===== src/rtl/ex_alu_seq_if.sv =====
// Handshake bundle between ID/EX, the execute-stage ALU and EX/MEM.
// The request side carries the operation. The response side carries the
// registered result and its destination tags.
interface ex_alu_seq_if #(
  parameter int XLEN = 32
);
  // ID/EX -> ALU
  logic            in_valid;
  logic            in_ready;
  logic [4:0]      alu_ctrl;
  logic [XLEN-1:0] op_a;
  logic [XLEN-1:0] op_b;
  logic [4:0]      rd_in;
  logic            reg_wr_in;

  // ALU -> EX/MEM
  logic            out_valid;
  logic            out_ready;
  logic [XLEN-1:0] result;
  logic            zero;
  logic [4:0]      rd_out;
  logic            reg_wr_out;

  // Pipeline side: presents operations and consumes results.
  modport master (
    output in_valid, alu_ctrl, op_a, op_b, rd_in, reg_wr_in, out_ready,
    input  in_ready, out_valid, result, zero, rd_out, reg_wr_out
  );

  // ALU side.
  modport slave (
    input  in_valid, alu_ctrl, op_a, op_b, rd_in, reg_wr_in, out_ready,
    output in_ready, out_valid, result, zero, rd_out, reg_wr_out
  );
endinterface


===== src/rtl/ex_alu_seq.sv =====
// Execute-stage ALU with a registered output slot.
// Logical, add/sub and pass ops finish on the accept edge. Shifts use an
// iterative 1-bit-per-cycle shifter, so the block stalls ID/EX while a
// shift is running.
module ex_alu_seq #(
  parameter int XLEN    = 32,
  parameter int SHAMT_W = 5
) (
  input  logic         clk,
  input  logic         rst,
  input  logic         flush,
  ex_alu_seq_if.slave  bus
);

  typedef enum logic [4:0] {
    OP_NOP    = 5'd0,
    OP_ADD    = 5'd1,
    OP_SUB    = 5'd2,
    OP_AND    = 5'd3,
    OP_OR     = 5'd4,
    OP_XOR    = 5'd5,
    OP_LSHIFT = 5'd6,
    OP_RSHIFT = 5'd7,
    OP_PASS_B = 5'd8
  } alu_op_e;

  typedef enum logic {
    S_IDLE,
    S_SHIFT
  } state_e;

  // Control / shifter state
  state_e              r_state;
  logic [XLEN-1:0]     r_acc;
  logic [SHAMT_W-1:0]  r_count;
  logic                r_dir_right;
  logic [4:0]          r_rd;
  logic                r_reg_wr;

  // Output slot
  logic                r_out_valid;
  logic [XLEN-1:0]     r_result;
  logic                r_zero;
  logic [4:0]          r_rd_out;
  logic                r_reg_wr_out;

  // Combinational helpers
  logic                w_slot_free;
  logic                w_xfer;
  logic                w_in_ready;
  logic                w_accept;
  logic [SHAMT_W-1:0]  w_shamt;
  logic [XLEN-1:0]     w_alu_val;
  logic [XLEN-1:0]     w_shift_val;
  logic                w_wr_en;
  logic [XLEN-1:0]     w_wr_val;
  logic [4:0]          w_wr_rd;
  logic                w_wr_reg_wr;
  logic                w_start_shift;

  assign w_slot_free = !r_out_valid || bus.out_ready;
  assign w_xfer      = r_out_valid && bus.out_ready;
  assign w_in_ready  = (r_state == S_IDLE) && w_slot_free && !flush && !rst;
  assign w_accept    = bus.in_valid && w_in_ready;
  assign w_shamt     = bus.op_b[SHAMT_W-1:0];
  assign w_shift_val = r_dir_right ? (r_acc >> 1) : (r_acc << 1);

  assign bus.in_ready   = w_in_ready;
  assign bus.out_valid  = r_out_valid;
  assign bus.result     = r_result;
  assign bus.zero       = r_zero;
  assign bus.rd_out     = r_rd_out;
  assign bus.reg_wr_out = r_reg_wr_out;

  // Single-cycle datapath. Add/sub wrap, and carry/overflow are discarded.
  always_comb begin
    // NOTE: every always_comb output gets a default first, so no path can leave
    // it unassigned and infer a latch.
    w_alu_val = bus.op_a;
    case (bus.alu_ctrl)
      OP_ADD:    w_alu_val = bus.op_a + bus.op_b;
      OP_SUB:    w_alu_val = bus.op_a - bus.op_b;
      OP_AND:    w_alu_val = bus.op_a & bus.op_b;
      OP_OR:     w_alu_val = bus.op_a | bus.op_b;
      OP_XOR:    w_alu_val = bus.op_a ^ bus.op_b;
      OP_PASS_B: w_alu_val = bus.op_b;
      default:   w_alu_val = bus.op_a;
    endcase
  end

  // Choose what, if anything, is written into the output slot this cycle.
  always_comb begin
    w_wr_en       = 1'b0;
    w_wr_val      = w_alu_val;
    w_wr_rd       = bus.rd_in;
    w_wr_reg_wr   = bus.reg_wr_in;
    w_start_shift = 1'b0;
    if (r_state == S_IDLE) begin
      if (w_accept) begin
        case (bus.alu_ctrl)
          OP_ADD, OP_SUB, OP_AND, OP_OR, OP_XOR, OP_PASS_B: w_wr_en = 1'b1;
          OP_LSHIFT, OP_RSHIFT: begin
            if (w_shamt == '0) begin
              w_wr_en  = 1'b1;
              w_wr_val = bus.op_a;
            end else begin
              w_start_shift = 1'b1;
            end
          end
          default: w_wr_en = 1'b0;  // NOP and unused codes are bubbles
        endcase
      end
    end else if (r_count == SHAMT_W'(1) && w_slot_free) begin
      // The final shift goes straight into the result register.
      w_wr_en     = 1'b1;
      w_wr_val    = w_shift_val;
      w_wr_rd     = r_rd;
      w_wr_reg_wr = r_reg_wr;
    end
  end

  // Output slot and shifter FSM. Reset wins over flush, and flush wins over
  // any accept or completion.
  always_ff @(posedge clk) begin
    // NOTE: state is updated with non-blocking assignments, so every branch
    // reads the pre-edge values and the block does not depend on statement order.
    if (rst) begin
      r_state      <= S_IDLE;
      r_acc        <= '0;
      r_count      <= '0;
      r_dir_right  <= 1'b0;
      r_rd         <= '0;
      r_reg_wr     <= 1'b0;
      r_out_valid  <= 1'b0;
      r_result     <= '0;
      r_zero       <= 1'b1;
      r_rd_out     <= '0;
      r_reg_wr_out <= 1'b0;
    end else if (flush) begin
      r_out_valid <= 1'b0;
      r_state     <= S_IDLE;
      r_count     <= '0;
    end else begin
      if (w_wr_en) begin
        r_out_valid  <= 1'b1;
        r_result     <= w_wr_val;
        r_zero       <= (w_wr_val == '0);
        r_rd_out     <= w_wr_rd;
        r_reg_wr_out <= w_wr_reg_wr;
      end else if (w_xfer) begin
        r_out_valid <= 1'b0;
      end

      case (r_state)
        S_IDLE: begin
          if (w_start_shift) begin
            r_acc       <= bus.op_a;
            r_count     <= w_shamt;
            r_dir_right <= (bus.alu_ctrl == OP_RSHIFT);
            r_rd        <= bus.rd_in;
            r_reg_wr    <= bus.reg_wr_in;
            r_state     <= S_SHIFT;
          end
        end
        S_SHIFT: begin
          if (r_count > SHAMT_W'(1)) begin
            r_acc   <= w_shift_val;
            r_count <= r_count - SHAMT_W'(1);
          end else if (w_slot_free) begin
            r_acc   <= w_shift_val;
            r_count <= '0;
            r_state <= S_IDLE;
          end
          // Otherwise the last step waits with acc/count unchanged until the slot drains.
        end
        default: r_state <= S_IDLE;
      endcase
    end
  end

endmodule


===== src/flat_wrapper.sv =====
// flat-port wrapper written by rule: the top's interface ports become plain ports
module ex_alu_seq_flat 
#(
  parameter int XLEN    = 32,
  parameter int SHAMT_W = 5
)
  (clk, rst, flush, bus_in_valid, bus_alu_ctrl, bus_op_a, bus_op_b, bus_rd_in, bus_reg_wr_in, bus_out_ready, bus_in_ready, bus_out_valid, bus_result, bus_zero, bus_rd_out, bus_reg_wr_out);
  ex_alu_seq_if #(.XLEN(XLEN)) bus_i ();
  input  logic clk;
  input  logic rst;
  input  logic flush;
  input wire logic [$bits(bus_i.in_valid)-1:0] bus_in_valid;
  input wire logic [$bits(bus_i.alu_ctrl)-1:0] bus_alu_ctrl;
  input wire logic [$bits(bus_i.op_a)-1:0] bus_op_a;
  input wire logic [$bits(bus_i.op_b)-1:0] bus_op_b;
  input wire logic [$bits(bus_i.rd_in)-1:0] bus_rd_in;
  input wire logic [$bits(bus_i.reg_wr_in)-1:0] bus_reg_wr_in;
  input wire logic [$bits(bus_i.out_ready)-1:0] bus_out_ready;
  output wire logic [$bits(bus_i.in_ready)-1:0] bus_in_ready;
  output wire logic [$bits(bus_i.out_valid)-1:0] bus_out_valid;
  output wire logic [$bits(bus_i.result)-1:0] bus_result;
  output wire logic [$bits(bus_i.zero)-1:0] bus_zero;
  output wire logic [$bits(bus_i.rd_out)-1:0] bus_rd_out;
  output wire logic [$bits(bus_i.reg_wr_out)-1:0] bus_reg_wr_out;
  assign bus_i.in_valid = bus_in_valid;
  assign bus_i.alu_ctrl = bus_alu_ctrl;
  assign bus_i.op_a = bus_op_a;
  assign bus_i.op_b = bus_op_b;
  assign bus_i.rd_in = bus_rd_in;
  assign bus_i.reg_wr_in = bus_reg_wr_in;
  assign bus_i.out_ready = bus_out_ready;
  assign bus_in_ready = bus_i.in_ready;
  assign bus_out_valid = bus_i.out_valid;
  assign bus_result = bus_i.result;
  assign bus_zero = bus_i.zero;
  assign bus_rd_out = bus_i.rd_out;
  assign bus_reg_wr_out = bus_i.reg_wr_out;
  ex_alu_seq #(.XLEN(XLEN), .SHAMT_W(SHAMT_W)) u_core (.clk(clk), .rst(rst), .flush(flush), .bus(bus_i));
endmodule

===== config.mk =====
export PLATFORM = sky130hd
export DESIGN_NAME = ex_alu_seq_flat
export DESIGN_NICKNAME = d
export VERILOG_FILES = /design/src/rtl/ex_alu_seq_if.sv /design/src/rtl/ex_alu_seq.sv /design/src/flat_wrapper.sv
export SDC_FILE = /design/constraint.sdc
export NUM_CORES = 1
export LEC_CHECK = 0
export ABC_AREA = 1
export ABC_CLOCK_PERIOD_IN_PS = 4600
export BUFFER_PORTS_ARGS = -buffer_cell sky130_fd_sc_hd__buf_2
export CORE_MARGIN = 2
export CORE_UTILIZATION = 62
export CTS_BUF_LIST = sky130_fd_sc_hd__clkbuf_8
export DETAILED_ROUTE_END_ITERATION = 10
export PLACE_DENSITY_LB_ADDON = 0.2
export SYNTH_ARGS = -nofsm -noshare
export SYNTH_HDL_FRONTEND = slang
export SYNTH_SLANG_ARGS = --single-unit
export TNS_END_PERCENT = 10

===== constraint.sdc =====
create_clock -name clk -period 4.6 [get_ports clk]
set_input_delay 0 -clock clk [delete_from_list [all_inputs] [get_ports clk]]
set_output_delay 0 -clock clk [all_outputs]
set_load 0.02 [all_outputs]

==> metrics.txt <==
count of filler cells inserted in the layout=1517; CORE AREA=15890 um^2; hold violation total from the final report=0; weighted congestion at the end of routability-driven global placement=1.017; DRC violation total after the first TritonRoute iteration=1092; worst-skew pair later-pin latency=0.37 ns; register area share after synthesis=16.83%; period utilization=84.84%; detailed-route wire length=33.29 mm; count of H-tree levels built during CTS=3; Worst path max stage delay=0.49 ns; clock tree skew after final layout=0.008261 ns; total global routing overflow=0; total of endpoints with negative setup slack in the final report=0; Remaining DRCs=0; antenna cells=0; critical path required time=4.91 ns; global-route usage over all layers=37.58%; Power Density=183.7 nW/um^2; PortBufs=120; distinct cell type count after synthesis=49; CTS Hold Buffers Added=10; maximum achievable frequency=0.2563 GHz; post-detailed-route count of antenna-violating nets=0; TritonCTS Sinks=85; count of flip-flops with a built-in enable after synthesis=0; layout cells sized above 1=10.98%; most repeated library cell on the critical path=nand2_1; placed wire-length estimate after detailed placement=26.15 mm; I/O pin count=121; total negative setup slack=0 ns; number of nets in the finished design=2005; worst min path class=in2reg; Setup crit start kind=input port; largest net degree at the start of global routing=58; most frequent cells after synthesis=473 x nand2_1, 251 x inv_1, 164 x nor2_1, 149 x o21ai_0, 127 x nand3_1; DIE AREA=17340 um^2; horizontal die dimension=131.7 um; CTS tree=done; leakage power=5.900 nW; register area=1703 um^2; area added between synthesis and finish=9.491%; library cell with the highest instance count after synthesis=nand2_1; # resized after CTS=0; via count of the first global-routing pass=10630; run status=completed; synthesized netlist net count=1918; Max-Cap Viols=0; depth of the worst hold-timing path=3; antenna violations before repair=0; Bufs and invs on worst path=2; Finished Layout Cells=2046; largest cells by area after synthesis=nand2_1 18%, dfxtp_1 17%, ha_1 12%; library cell occupying the most area in the post-synthesis netlist=nand2_1; cell count after synthesis=1738; detailed-routing iteration count for the pre-antenna-repair pass=6; total clock buffers created by CTS=9; # rows=46; y dimension of the die=131.7 um; Max IR drop VDD=0.1397 mV; via count=11730; number of vias per cell=5.732; total standard cell area after synthesis=10110 um^2; global-route wire length before repair=53.42 mm; slew at the pin closest to its max-slew limit=0.9778 ns; depth of the most critical reg-to-reg path=13; setup bufs post-CTS=0; Arrival @ worst endpoint=4.21 ns; share of the synthesized area in the top cell type=17.56%; unrepaired setup endpoints after global routing=false; Yosys warning total=0; Top delay family on crit path=simple AND/OR/NAND/NOR gates; root buffer selected by CTS=clkbuf_8; Longest Clk Path Bufs=2; WL/cell=16.27 um; cell with the biggest individual delay on the critical path=or4_1; Worst Path Max Fanout=6; starting density of the core=63.65%; Setup crit end kind=flip-flop; area of the multi-input gates=7099 um^2; count of pins over their slew limit=0; depth of the critical timing path with buffers and inverters included=28; prevailing post-synth register cell=dfxtp_1; Synth async-reset ratio=0%; Period minus WS final=3.902 ns; Max-Slew Margin vs Limit=34.74%; Clk pin slew, worst setup/hold paths=0.09 ns; flops & latches, synth=85; instance count after placement with tap cells included=2020; startpoint-to-endpoint class of the critical path=in2reg; Avg Synthesized Cell Area=5.818 um^2
==> state kept, by name (all words and copies together), names as in the netlist <==
register               count
u_core.r_reg_wr            1
u_core.r_dir_right         1
u_core.bus.zero            1
u_core.bus.reg_wr_out      1
u_core.r_state             1
u_core.bus.rd_out          5
u_core.bus.result         32
u_core.r_rd                5
u_core.r_count             5
u_core.r_acc              32
u_core.bus.out_valid       1
==> logic make-up (layout without fill, tap and decap cells) <==
kind of cell               Yosys count  after routing  share of synthesized area [%]
and+or+nand+nor                    848            848                          36.04
AOI/OAI and AO/OA                  342            342                          18.85
buffers and inverters              331            423                          13.07
adders and majority gates          100            100                          12.45
DFF                                 85             85                          16.83
xor gates and xnor gates            32             32                          2.772
==> worst register-to-register path, stage by stage (launching register included) <==
cell and delay [ns]:
dfxtp_1 0.32, buf_4 0.36, clkinv_1 0.81, o211ai_1 0.52
o21ai_1 0.10, a21oi_1 0.25, nand3_1 0.11, nor2_1 0.13
nand2_1 0.08, nor2_1 0.14, nand3_1 0.09, nor2_1 0.09
nand4_1 0.08, nand2_1 0.06
==> through the flow <==
step	power [mW]	util (%)	hold WS, ns	area, um^2	setup slack (ns)
2_1_floorplan	1.241	-	0.07847	10110	1.356
3_3_place_gp	1.453	67.78	0.2469	10770	0.4599
3_5_place_dp	1.465	67.78	0.2509	10770	0.4443
4_1_cts	2.022	69.69	0.02187	11070	0.7904
5_1_grt	2.151	69.69	0.04179	11070	0.3745
6_report	2.034	69.69	0.02523	11070	0.6976
==> layout by cell type (no fill, tap or decap), types with 4 or more instances in the layout <==
master / instances
a211oi_1: 8
a21oi_1: 118
a221oi_1: 11
a221oi_2: 6
a31oi_1: 15
and2_1: 6
buf_2: 120
buf_4: 10
clkbuf_8: 9
dfxtp_1: 84
dlygate4sd3_1: 10
ha_1: 99
inv_1: 251
inv_2: 13
nand2_1: 473
nand3_1: 127
nand3_2: 4
nand3b_1: 14
nand4_1: 14
nor2_1: 164
nor2_2: 6
nor2_4: 5
nor3_1: 6
nor4_1: 7
o21ai_0: 149
o21ai_1: 9
o22ai_1: 12
or2_2: 8
xor2_1: 31
==> metal layers <==
layer	global-route usage, %	wire, um
met1	46.15	13640
met2	66.26	15860
met3	3.974	2134
met4	16.97	1653
met5	0	0
==> path summary, 6_finish.rpt <==
kind                endpoint  slack (ns)                from
min          u_core.r_acc[7]        0.03         bus_op_a[7]
max reg2reg  u_core.bus.zero        1.40  u_core.r_dir_right
min reg2reg   u_core.r_rd[2]        0.45      u_core.r_rd[2]
max          u_core.bus.zero        0.70         bus_op_b[1]
==> area by class of cell <==
class / count / area share [%]
clock buffer: 9 / 1.119
clock inverter: 7 / 0.7233
inverter: 266 / 9.019
multi-input combinational: 1322 / 64.13
sequential: 85 / 15.38
tap: 216 / 2.441
timing repair buffer: 141 / 7.188
==> power by group <==
group	internal, mW	total, mW	switching (mW)
Clock	0.260	0.562	0.303
Combinational	0.239	0.727	0.488
Sequential	0.742	0.745	0.00345
Total	1.24	2.03	0.794
No activity file was read; power rests on OpenSTA's default activity.
